File: src/rtl/life_manager.sv
// Tracks Pac-Man's remaining lives against the red ghost, holding sprites at spawn
// for a fixed number of frames after each hit and parking in GAME_OVER at zero lives.
module life_manager #(
   parameter int LIVES_INIT     = 3,
   parameter int RESPAWN_FRAMES = 60
) (
   input  logic       Clk,
   input  logic       Reset,
   input  logic       frame_clk,
   input  logic       start_game,
   input  logic [9:0] BallX,
   input  logic [9:0] BallY,
   input  logic [9:0] BallS,
   input  logic [9:0] redghostX,
   input  logic [9:0] redghostY,
   input  logic [9:0] redghostS,
   output logic       lifeDown,
   output logic       restart,
   output logic [2:0] lives,
   output logic       game_over
);

   localparam logic [1:0] PLAY      = 2'd0;
   localparam logic [1:0] RESPAWN   = 2'd1;
   localparam logic [1:0] GAME_OVER = 2'd2;

   localparam logic [2:0] LIVES_RELOAD = 3'(LIVES_INIT);
   localparam logic [7:0] CNT_LAST     = 8'(RESPAWN_FRAMES - 1);

   logic [1:0]  state_q, state_d;
   logic [2:0]  lives_q, lives_d;
   logic [7:0]  frame_cnt_q, frame_cnt_d;
   logic        frame_clk_q;
   logic        life_down_q, life_down_d;
   logic        restart_q, restart_d;
   logic        game_over_q, game_over_d;

   logic        tick;
   logic        collision;
   logic [10:0] dx, dy, size_sum;

   // Distances and the size sum are widened to 11 bits so nothing can wrap.
   always_comb begin
      tick      = frame_clk & ~frame_clk_q;
      dx        = (BallX >= redghostX) ? {1'b0, BallX - redghostX} : {1'b0, redghostX - BallX};
      dy        = (BallY >= redghostY) ? {1'b0, BallY - redghostY} : {1'b0, redghostY - BallY};
      size_sum  = {1'b0, BallS} + {1'b0, redghostS};
      collision = (dx < size_sum) && (dy < size_sum);
   end

   always_comb begin
      state_d     = state_q;
      lives_d     = lives_q;
      frame_cnt_d = frame_cnt_q;
      life_down_d = 1'b0;
      case (state_q)
         PLAY: begin
            if (tick && collision) begin
               life_down_d = 1'b1;
               frame_cnt_d = 8'd0;
               if (lives_q > 3'd1) begin
                  lives_d = lives_q - 3'd1;
                  state_d = RESPAWN;
               end else begin
                  lives_d = 3'd0;
                  state_d = GAME_OVER;
               end
            end
         end
         RESPAWN: begin
            if (tick) begin
               if (frame_cnt_q >= CNT_LAST) begin
                  frame_cnt_d = 8'd0;
                  state_d     = PLAY;
               end else begin
                  frame_cnt_d = frame_cnt_q + 8'd1;
               end
            end
         end
         GAME_OVER: begin
            if (start_game) begin
               lives_d     = LIVES_RELOAD;
               frame_cnt_d = 8'd0;
               state_d     = RESPAWN;
            end
         end
         default: begin
            state_d     = PLAY;
            frame_cnt_d = 8'd0;
         end
      endcase
      // Status outputs follow the state being entered, not the one being left.
      restart_d   = (state_d != PLAY);
      game_over_d = (state_d == GAME_OVER);
   end

   always_ff @(posedge Clk) begin
      if (Reset) begin
         state_q     <= PLAY;
         lives_q     <= LIVES_RELOAD;
         frame_cnt_q <= 8'd0;
         frame_clk_q <= 1'b0;
         life_down_q <= 1'b0;
         restart_q   <= 1'b0;
         game_over_q <= 1'b0;
      end else begin
         state_q     <= state_d;
         lives_q     <= lives_d;
         frame_cnt_q <= frame_cnt_d;
         frame_clk_q <= frame_clk;
         life_down_q <= life_down_d;
         restart_q   <= restart_d;
         game_over_q <= game_over_d;
      end
   end

   assign lifeDown  = life_down_q;
   assign restart   = restart_q;
   assign lives     = lives_q;
   assign game_over = game_over_q;

endmodule

File: config.mk
export PLATFORM = sky130hd
export DESIGN_NAME = life_manager
export DESIGN_NICKNAME = d
export VERILOG_FILES = /design/src/rtl/life_manager.sv
export SDC_FILE = /design/constraint.sdc
export NUM_CORES = 1
export LEC_CHECK = 0
export ABC_AREA = 1
export CELL_PAD_IN_SITES_DETAIL_PLACEMENT = 0
export CELL_PAD_IN_SITES_GLOBAL_PLACEMENT = 1
export CORE_MARGIN = 2
export CORE_UTILIZATION = 34
export DETAILED_ROUTE_END_ITERATION = 8
export PLACE_DENSITY = 0.84
export REMOVE_ABC_BUFFERS = 1
export SYNTH_ARGS = -nofsm -noshare
export SYNTH_HDL_FRONTEND = slang
export SYNTH_SLANG_ARGS = --single-unit
export TNS_END_PERCENT = 50
File: constraint.sdc
create_clock -name Clk -period 3.2 [get_ports Clk]
set_input_delay 0.32 -clock Clk [delete_from_list [all_inputs] [get_ports Clk]]
set_output_delay 0.32 -clock Clk [all_outputs]
set_load 0.05 [all_outputs]
==> reports/qor.csv <==
metric,value,unit
fin_tns_setup,0,ps
io_pins,70,
drt_wl_total,12.5,mm
core_area,10400,um^2
synthArstFlopShare,0,
start_util,0.351,
clock_tree.root_cell,clkbuf_8,
post-route-min-period,3060,ps
fin_nets,902,
power_density,329,nW/um^2
portBuffers,69,
routedWlPerCell,13.9,um
syn_inst,562,
leakagePower,3.27,nW
synth_warnings,0,
drc,0,
fillerInstances,846,
holdWs,442,ps
ys_seq_area_frac,0.0936,
wl_met3,513,um
place_ws,-725,ps
whs_path_depth,2,
grt_pass1_vias,4482,
crit_path_end_kind,register,
top_layer_used,met4,
viasPerCell,4.88,
dieArea,11500,um^2
hpwlAfterDp,8.75,mm
clk_path_buf_depth,2,
place_congestion,0.898,
drive_gt1_frac,0.490,
start_kind,input pin,
finalPower,0.00214,W
clk_latency,250,ps
synth_edf_count,0,
hold_path_class,register to register,
slew_viol_final,0,
finalSetupViolations,0,
drv_cap,0,
fp-row-count,37,
post_dp_cell_area,5290,um^2
fin_ws,145,ps
synthFlopType,dfxtp_1,
crit_required,3390,ps
status,completed,
finalInstanceArea,6510,um^2
path_clk_slew,70,ps
fmax,327,MHz
grt_use_total,0.206,
hold_violations,0,
critPathKind,input pin to register,
met1_length,5.61,mm
numCtsBuffers,3,
cts_sinks,17,
grt_max_degree,13,
die_h,107,um
rr_worst_depth,9,
ys_ff_latch,17,
syn_to_final_growth,79.1,%
wl_met2,6.14,mm
slew_headroom,0.659,
multi_input_area,3870,um^2
ant_nets,0,
seq_area,340,um^2
dr.pass1.iters,5,
synth.avg_cell_area,6.47,um^2
crit_arrival,3250,ps
synthesis.area,3640,um^2
drtIter0Drc,153,
vias,4391,
cts_tree,built,
peakVddDrop,0.000282,V
finClkSkew,1.92,ps
grt_overflow,0,
antenna_cells,0,
worst-slew-pin-transition,510,ps
grt_pass1_wl,19.8,mm
dieWidth,107,um
period_share,0.955,
cts.htree.levels,1,
cts_hold_buf,0,
crit_fanout,6,
antenna_found_initial,0,
synth_cell_type_count,42,
==> synth_stat cells (2+ instances only) <==
master | n | area share
a211oi_1 | 2 | 0.0041
a21o_1 | 2 | 0.0041
a21oi_1 | 41 | 0.056
a221oi_1 | 4 | 0.0096
a221oi_2 | 2 | 0.0083
buf_6 | 3 | 0.0093
dfxtp_1 | 17 | 0.094
fa_1 | 5 | 0.028
ha_1 | 68 | 0.23
inv_1 | 119 | 0.12
mux2_2 | 2 | 0.0062
mux2i_1 | 3 | 0.0083
nand2_1 | 110 | 0.11
nand2_4 | 2 | 0.0062
nand3_1 | 22 | 0.030
nand4_1 | 5 | 0.0086
nor2_1 | 56 | 0.058
nor3_1 | 4 | 0.0055
o211ai_1 | 4 | 0.0083
o21ai_0 | 22 | 0.030
o21ai_1 | 7 | 0.0096
o21ai_2 | 5 | 0.012
o21bai_1 | 5 | 0.010
o31ai_1 | 2 | 0.0041
xnor2_1 | 2 | 0.0048
xor2_1 | 32 | 0.077
==> registers in the layout (all words and copies together) (netlist names) <==
name,flops
state_q,2
lifeDown,1
restart,1
frame_cnt_q,8
game_over,1
lives,3
frame_clk_q,1
==> report_power, final <==
part | total, W | leakage (nW) | internal [W] | switching, W
logic | 0.00169 | 3.11 | 0.000784 | 0.000903
registers | 0.000295 | 0.140 | 0.000256 | 0.0000392
clock network | 0.000160 | 0.0255 | 0.0000864 | 0.0000740
total | 0.00214 | 3.27 | 0.00113 | 0.00102
==> layout make-up <==
type / instances / share of cell area
multi-input combinational: 419 / 0.594
tap: 136 / 0.0261
clock inverter: 1 / 0.000768
timing repair buffer: 203 / 0.248
clock buffer: 3 / 0.00634
sequential: 17 / 0.0522
inverter: 121 / 0.0724
==> critical path, cell delays in order <==
cell and delay [ps]:
clkdlybuf4s15_1 170, ha_2 190, inv_2 40, fa_2 440, buf_4 160, xor2_1 400, ha_4 290, a21oi_2 160
nand2_2 90, nand2_1 80, nand2_1 50, nand2_1 60, nand2_1 50, nand2_1 60, nand3_1 80, nand2_2 100
nand2_2 70, nand2_4 110, nand2_4 80, inv_6 110, nor2_1 50, nor2_1 100
==> layout by cell type (no fill, tap or decap), drive strengths merged, types with 4 or more instances in the layout <==
cell / n
buf: 139
inv: 121
nand2: 112
ha: 68
nor2: 57
a21oi: 43
clkbuf: 37
o21ai: 34
xor2: 32
nand3: 23
dfxtp: 17
clkdlybuf4s50: 17
dlymetal6s2s: 11
nand4: 6
a221oi: 6
fa: 5
o21bai: 5
nor3: 5
o211ai: 4
==> final timing paths <==
check | from | end | slack (ps)
hold / removal | frame_cnt_q[6] | frame_cnt_q[6] | 440
hold reg to reg | frame_cnt_q[6] | frame_cnt_q[6] | 440
setup / recovery | BallS[0] | frame_cnt_q[1] | 140
setup reg to reg | frame_cnt_q[0] | frame_cnt_q[0] | 1530
==> per-layer routing <==
metal / GRT usage / vias up
met1: 0.267 / 2049
met3: 0.0182 / 18
met4: 0.0449 / 0
met2: 0.371 / 118
met5: 0 / -
li1: - / 2206
==> repair_timing <==
item                                    CTS  global route
gates cloned                              1             0
pin swaps                                74            92
gates resized for setup                 198           204
setup buffers                            17            10
endpoints found under the setup margin   16            16
==> logic make-up after synthesis <==
kind of cell             count (synthesis)  synth area share
flip-flops                              17            0.0936
AO/OA/AOI/OAI                          100             0.169
buffers and inverters                  126             0.137
XOR/XNOR                                34            0.0819
AND/OR/NAND/NOR                        206             0.238
adder cells (fa/ha/maj)                 73             0.262
multiplexers                             6            0.0186
==> stage by stage <==
stage / instances / utilization
after global placement: 871 / 0.510
after floorplan: 557 / -
after CTS: 892 / 0.588
final: 900 / 0.628
after global routing: 900 / 0.628
after detailed placement: 871 / 0.510
Power figures use the tool's default switching activity.
